File: src/rtl/register_file_mp.sv
// Multi-read-port register file with a power-on clear sequence and a
// handshaked debug dump of the whole array.
//
// Ports:
//   clk, i_rst_n          rising-edge clock, asynchronous active-low reset
//   i_reg_write           write enable
//   i_write_register      write address
//   i_write_data          write data
//   i_read_addr           NUM_READ packed read addresses (port k at k*ADDR_BITS)
//   o_read_data           NUM_READ packed registered read data (port k at k*DATA_BITS)
//   o_busy                clear sequence in progress
//   i_dump_start          one-cycle dump request
//   o_dump_valid          dump word valid
//   i_dump_ready          consumer accepts dump word
//   o_dump_addr           index of the presented register
//   o_dump_data           contents of the presented register (live from the array)
//   o_dump_last           presented word is the last register
module register_file_mp #(
   parameter int unsigned DATA_BITS = 32,
   parameter int unsigned ADDR_BITS = 5,
   parameter int unsigned NUM_READ  = 2,
   parameter int unsigned ZERO_REG  = 1
) (
   input  logic                          clk,
   input  logic                          i_rst_n,
   input  logic                          i_reg_write,
   input  logic [ADDR_BITS-1:0]          i_write_register,
   input  logic [DATA_BITS-1:0]          i_write_data,
   input  logic [NUM_READ*ADDR_BITS-1:0] i_read_addr,
   output logic [NUM_READ*DATA_BITS-1:0] o_read_data,
   output logic                          o_busy,
   input  logic                          i_dump_start,
   output logic                          o_dump_valid,
   input  logic                          i_dump_ready,
   output logic [ADDR_BITS-1:0]          o_dump_addr,
   output logic [DATA_BITS-1:0]          o_dump_data,
   output logic                          o_dump_last
);

   localparam int unsigned DEPTH = 2 ** ADDR_BITS;
   localparam logic [ADDR_BITS-1:0] LAST_ADDR = ADDR_BITS'(DEPTH - 1);

   typedef enum logic {CLEAR, READY} clr_state_t;
   typedef enum logic {IDLE, DUMP}   dump_state_t;

   logic [DATA_BITS-1:0]          mem [DEPTH];
   clr_state_t                    clr_state;
   logic [ADDR_BITS-1:0]          clr_cnt;
   logic                          busy_q;
   dump_state_t                   dump_state;
   logic [ADDR_BITS-1:0]          dump_idx;
   logic [NUM_READ*DATA_BITS-1:0] rd_q;
   logic [ADDR_BITS-1:0]          raddr [NUM_READ];
   logic                          zero_waddr;
   logic                          wr_en;
   logic                          dump_active;

   // Unpack read addresses per port
   for (genvar k = 0; k < NUM_READ; k++) begin : g_raddr
      assign raddr[k] = i_read_addr[k*ADDR_BITS +: ADDR_BITS];
   end

   // External writes are accepted only once the clear sequence is done
   assign zero_waddr = (ZERO_REG == 1) && (i_write_register == '0);
   assign wr_en      = i_reg_write && (clr_state == READY) && !zero_waddr;

   // Clear FSM: walks the counter over every register, then goes READY
   always_ff @(posedge clk or negedge i_rst_n) begin
      if (!i_rst_n) begin
         clr_state <= CLEAR;
         clr_cnt   <= '0;
         busy_q    <= 1'b1;
      end else if (clr_state == CLEAR) begin
         clr_cnt <= clr_cnt + ADDR_BITS'(1);
         if (clr_cnt == LAST_ADDR) begin
            clr_state <= READY;
            busy_q    <= 1'b0;
         end
      end
   end

   assign o_busy = busy_q;

   // Storage array: no reset, zeroed only by the clear walk
   always_ff @(posedge clk) begin
      if (clr_state == CLEAR) begin
         mem[clr_cnt] <= '0;
      end else if (wr_en) begin
         mem[i_write_register] <= i_write_data;
      end
   end

   // Registered read ports with write-first bypass; register 0 never bypasses
   always_ff @(posedge clk or negedge i_rst_n) begin
      if (!i_rst_n) begin
         rd_q <= '0;
      end else begin
         for (int unsigned k = 0; k < NUM_READ; k++) begin
            if ((clr_state == CLEAR) || ((ZERO_REG == 1) && (raddr[k] == '0))) begin
               rd_q[k*DATA_BITS +: DATA_BITS] <= '0;
            end else if (wr_en && (raddr[k] == i_write_register)) begin
               rd_q[k*DATA_BITS +: DATA_BITS] <= i_write_data;
            end else begin
               rd_q[k*DATA_BITS +: DATA_BITS] <= mem[raddr[k]];
            end
         end
      end
   end

   assign o_read_data = rd_q;

   // Dump FSM: index advances only on a valid/ready handshake
   always_ff @(posedge clk or negedge i_rst_n) begin
      if (!i_rst_n) begin
         dump_state <= IDLE;
         dump_idx   <= '0;
      end else if (dump_state == IDLE) begin
         if (i_dump_start && !busy_q) begin
            dump_state <= DUMP;
            dump_idx   <= '0;
         end
      end else if (i_dump_ready) begin
         if (dump_idx == LAST_ADDR) begin
            dump_state <= IDLE;
            dump_idx   <= '0;
         end else begin
            dump_idx <= dump_idx + ADDR_BITS'(1);
         end
      end
   end

   // Dump data is read live from the array so writes show up immediately
   assign dump_active  = (dump_state == DUMP);
   assign o_dump_valid = dump_active;
   assign o_dump_addr  = dump_active ? dump_idx : '0;
   assign o_dump_data  = dump_active ? mem[dump_idx] : '0;
   assign o_dump_last  = dump_active && (dump_idx == LAST_ADDR);

endmodule

File: config.mk
export PLATFORM = sky130hd
export DESIGN_NAME = register_file_mp
export DESIGN_NICKNAME = d
export VERILOG_FILES = /design/src/rtl/register_file_mp.sv
export SDC_FILE = /design/constraint.sdc
export NUM_CORES = 2
export LEC_CHECK = 0
export CAP_MARGIN = 20
export CORE_ASPECT_RATIO = 1.1
export CORE_MARGIN = 3
export CORE_UTILIZATION = 30
export CTS_CLUSTER_SIZE = 24
export DETAILED_ROUTE_END_ITERATION = 10
export SLEW_MARGIN = 20
export SYNTH_ARGS = -nofsm -noshare
export SYNTH_HDL_FRONTEND = slang
export SYNTH_SLANG_ARGS = --single-unit
File: constraint.sdc
create_clock -name clk -period 6.8 [get_ports clk]
set_clock_uncertainty 0.2 [all_clocks]
set_input_delay 1.7 -clock clk [delete_from_list [all_inputs] [get_ports clk]]
set_output_delay 1.7 -clock clk [all_outputs]
set_load 0.05 [all_outputs]
Word-level counts from Yosys, hierarchy flattened

Memories as Yosys holds them, arrays and structs flattened.
Cells that the tools add are included.

Output and inout port bits: 104
Register bits: 77
RAM bits: 1024
Memories kept: 1
Bits of input ports: 52
Word-level logic and storage cells: 55

Memories:

| memory | depth | width | read ports | clocked after memory_dff | write ports | line | RTL |
|---|---|---|---|---|---|---|---|
| mem    | 32    | 32    | 3          | 0                        | 1           | 46   | `logic [DATA_BITS-1:0] mem [DEPTH];` |

Add/subtract/negate cells: 2
Mux-type cells: 23
Bitwise operators: 1
Reductions and logical operators: 17
Equality and inequality tests: 5

Operators with widths:

| cell                | count |
|---|---|
| $mux 32             | 6 |
| $reduce_or 32->1    | 1 |
| $mux 5              | 6 |
| $logic_not 5->1     | 3 |
| $mux 1              | 11 |
| $add 5x1->5 const B | 2 |
| $eq 5x5->1          | 2 |
| $eq 5x5->1 const B  | 2 |
| $logic_and 1x1->1   | 6 |
| $reduce_and 2->1    | 2 |
| $logic_not 1->1     | 2 |
| $logic_or 1x1->1    | 2 |
| $ne 2x2->1 const B  | 1 |
| $reduce_bool 2->1   | 1 |
| $not 1->1           | 1 |

Depth between registers and ports, before layout

Depth in word-level cells: 8
Mapped depth: 9

Worst setup path before layout

OpenSTA, ideal clock, no wires.

Path kind: input to register
From: input port i_write_register[0]
To: memory mem[7][0] (enable)
Cell stages on the path: 8
Path slack: 1862 ps
Data arrival time: 4316 ps
Buffers on the path: 3
Cell sequence: buf_2 nor3_1 a21o_1 buf_4 mux2i_1 or2_2 clkbuf_1 nor2_1

Word-level cells in the longest chain between the ends: 8
Elaborated cells between the ends (all ways): 9
Classes of those cells: mux: 5; reduce/logical: 4

RTL lines:

| element                                    | line | RTL |
|---|---|---|
| from (decl)                                | 27   | `input logic [ADDR_BITS-1:0] i_write_register,` |
| $logic_not 5->1                            | 64   | `assign zero_waddr = (ZERO_REG == 1) && (i_write_register == '0);` |
| $logic_not 1->1                            | 65   | `assign wr_en = i_reg_write && (clr_state == READY) && !zero_waddr;` |
| $logic_and 1x1->1                          | 65   |  |
| $mux 1                                     | 88   | `end else if (wr_en) begin` |
| $mux 1                                     | 86   | `if (clr_state == CLEAR) begin` |
| $mux 1 (implied by the code)               | 89   | `mem[i_write_register] <= i_write_data;` |
| $reduce_or 32->1 (no line)                 | n/a  |  |
| $mux 5 (no line) or $mux 1 (tied branches) | n/a  |  |
| to (decl)                                  | 46   |  |

Several ways; a longest one is shown, not always the timed one.

Worst setup path in the final report

From: register dump_idx[1]
To: output port o_dump_data[7]

Word-level cells in the longest chain between the ends: 2

RTL lines:

| element                | line | RTL |
|---|---|---|
| from (decl)            | 51   | `logic [ADDR_BITS-1:0] dump_idx;` |
| from (signal assigned) | 127  | `dump_idx <= dump_idx + ADDR_BITS'(1);` |
| $mem_v2 32x32          | n/a  |  |
| $mux 32                | 136  | `assign o_dump_data = dump_active ? mem[dump_idx] : '0;` |
| to (decl)              | 36   | `output logic [DATA_BITS-1:0] o_dump_data,` |

No other way between the ends.

==> results.cfg <==
[timing]
finalSetupViolations = 0
fmax_ghz = 0.1606
finalMaxSlewViolations = 0
fin_crit_sh = 0.9154
finalHoldViolations = 0
min_period_ns = 6.225
rsz0062_at_grt = false
worst_pin_slew_ns = 1.184
relSlewSlack = 0.2091
fin_setup_tns_ns = 0
worst_slack_ns = 0.5751

[hold_path]
hp-class = reg -> reg
whs_path_depth = 1
holdCritStartpoint = o_busy
hold_end = o_busy

[global_routing]
grt_pass1_vias = 37920
grt_util_met3 = 0.03274
use_met2 = 0.3448
grt-busiest-layer = met2
grt_max_degree = 90
grt_usage = 0.2034
grt_overflow = 0
grtUsageMet1 = 0.2365
grt_pass1_wl_um = 294200
grt_antenna_before_repair = 5

[power]
switching_power_w = 0.006538
p_int_w = 0.01300
ir_drop_uv = 306.8
power_frac_comb = 0.295
leakage_nw = 23.13
seqPwrFrac = 0.392
swShare = 0.3347
p_per_area_mw_per_mm2 = 287.8
clock_power_share = 0.313

[route]
num_vias = 37310
ant_nets = 0
drt_iter0_drc = 4506
vias_per_cell = 6.082
drt_wl_total_um = 210000
drc_errors = 0
post_drt_wl_per_cell_um = 34.23
firstDrtPassIters = 6

[die]
die-area_mm2 = 0.2020
die_w_um = 428.8
die_h_um = 471.1
rows = 170
initial_core_util = 0.3021
core_mm2 = 0.1953
io_pins = 156

[worst_setup_path]
cp_slowest_cell = dfrtp_4
r2r-end = mem[20][6]
cp.required_ns = 4.90
max_stage_delay_ns = 0.97
reg2reg_slack_ns = 3.12
start_kind = register
reg2reg_depth = 7
cp_max_fo = 39
worstSetupPathType = reg -> out
worst_setup_path_end_kind = output pin
timing.rr.start = clr_state
crit_chain = buf_4 -> mux4_2 -> mux2i_1 -> a22oi_1 -> and3_1 -> clkdlybuf4s50_1
arrival_ns = 4.32

[logic_synthesis]
synth_top_cell_by_area = edfxtp_1
netlist_area_mm2 = 0.05899
yosysSeqAreaShare = 0.5539
synth_cell_types = 47
yosysWarnings = 0
synthFlopType = edfxtp_1
synth_top_area_frac = 0.5213
ys_top_cells_by_area = edfxtp_1 (52%), mux4_2 (24%), mux2i_1 (7.6%)
ys_seq_elements = 1101
syn_inst = 3359
ys_async_sr_fraction = 0.06994
synth_fp_nets = 3415
avgSynthCellArea_um2 = 17.56
synth-edff-count = 1024

[cts]
clkLatencyLatePin_ns = 0.74
numCtsBuffers = 106
hold_buffers = 0
clock_sinks = 1101
post-cts-setup-buffers = 0
cts-root-buf = clkbuf_16
cts_tree = yes
cts-htree-levels = 3
cts.path.max_buffers = 3
clk_pin_slew_worst_paths_ns = 0.07
ctsResizeCount = 0

[layout]
regArea_mm2 = 0.03269
drive_gt1_frac = 0.2946
final_nets = 3517
multiInputGateArea_mm2 = 0.02517
synthToLayoutAreaGrowth_pct = 15.08
postLayoutCellArea_mm2 = 0.06789
layout_commonest_cell = edfxtp_1
final_cell_mix = edfxtp_1 (1024), mux4_2 (640), mux2i_1 (449), clkdlybuf4s50_1 (146), a22oi_1 (129)
fill_cells = 18290
fin_cells = 6134

[placement]
port_buffers = 155
dp.cells = 5933
place_area_mm2 = 0.06430
dp_slack_ns = 1.197
finalWeightedCongestion = 0.8653
hpwl_um = 130400

[status]
status = finished clean

[run]
cap_viol_max_count = 0
[kinds of logic (layout without fill, tap and decap cells)]
kind of cell,after synthesis,after routing,share of synthesized area
AOI/OAI and AO/OA,534,534,0.07078
and+or+nand+nor,286,286,0.02524
buffers and inverters,326,517,0.02566
DFF,1101,1101,0.5539
adders and majority gates,4,4,0.0008484
other,0,4,0
xor gates and xnor gates,15,15,0.002227
muxes,1093,1093,0.3213
[area by class of cell]
class / count / share of cell area
Antenna cell: 4 / 0.0001474
Clock buffer: 136 / 0.04425
Clock inverter: 61 / 0.008276
Inverter: 5 / 0.0002765
Multi-Input combinational cell: 1932 / 0.3708
Sequential cell: 1101 / 0.4816
Tap cell: 2580 / 0.04755
Timing Repair Buffer: 315 / 0.04717
[layer usage]
metal	vias to the layer above	share of wire
met2	2149	0.49
li1	14790	-
met4	2	0.080
met1	19750	0.35
met5	-	0.000062
met3	611	0.079
[registers in the layout, summed over array words and instances, names as in the netlist]
name,count
o_busy,1
mem,1024
clr_cnt,5
o_dump_valid,1
o_read_data,64
clr_state,1
dump_idx,5
[synth_stat cells, types with 2 or more instances]
master,instances
a211oi_1,128
a21o_1,2
a21oi_1,4
a221o_1,64
a221oi_1,128
a22o_1,3
a22oi_1,129
a32o_1,2
a32oi_1,2
and2_1,40
and3_1,35
buf_1,31
buf_2,113
buf_4,25
buf_6,7
clkbuf_1,143
clkbuf_2,2
dfrtp_1,76
edfxtp_1,1024
ha_1,4
inv_1,5
mux2_2,4
mux2i_1,449
mux4_2,640
nand2_1,15
nand3_1,5
nor2_1,105
nor2_2,2
nor2b_1,70
nor3_1,4
nor3_2,2
nor3b_1,2
nor4_1,2
o21ai_0,2
o21ai_1,62
o31ai_1,3
or2_2,2
xnor2_1,14
[how the worst max path moves through the flow]
stage / startpoint / to / slack, ns / cells after the start
finish: dump_idx[1] / o_dump_data[7] / 0.58 / 6
global placement: i_write_register[3] / mem[1][19] / 1.07 / 7
CTS: dump_idx[1] / o_dump_data[9] / 0.62 / 6
floorplan: i_write_register[0] / mem[7][0] / 1.86 / 8
global route: dump_idx[1] / o_dump_data[3] / 0.59 / 6
detailed placement: i_write_register[1] / mem[1][11] / 1.20 / 7
[worst max-delay path: cells and delay by family, from the launching register on]
kind / cells / cell delay, ns
compound gates: 1 / 0.22
flops: 1 / 0.97
simple gates: 1 / 0.30
buf+inv: 2 / 1.24
mux: 2 / 0.77
[power groups by stage]
stage / combinational, W / sequential (W) / clock [W]
floorplan: 0.00340 / 0.00782 / 0
global placement: 0.00575 / 0.00780 / 0
detailed placement: 0.00575 / 0.00781 / 0
CTS: 0.00576 / 0.00766 / 0.00619
global route: 0.00591 / 0.00766 / 0.00645
finish: 0.00577 / 0.00766 / 0.00611
[stage by stage]
| stage | hold WS, ns | power (W) | util |
|---|---|---|---|
| final | 0.3111 | 0.01954 | 0.3477 |
| after global routing | 0.3213 | 0.02003 | 0.3476 |
| after CTS | 0.3133 | 0.01961 | 0.3476 |
| after detailed placement | 0.3026 | 0.01356 | 0.3293 |
| after global placement | 0.3061 | 0.01355 | 0.3293 |
| after floorplan | 0.3060 | 0.01122 | - |
No activity file was read; power rests on OpenSTA's default activity.
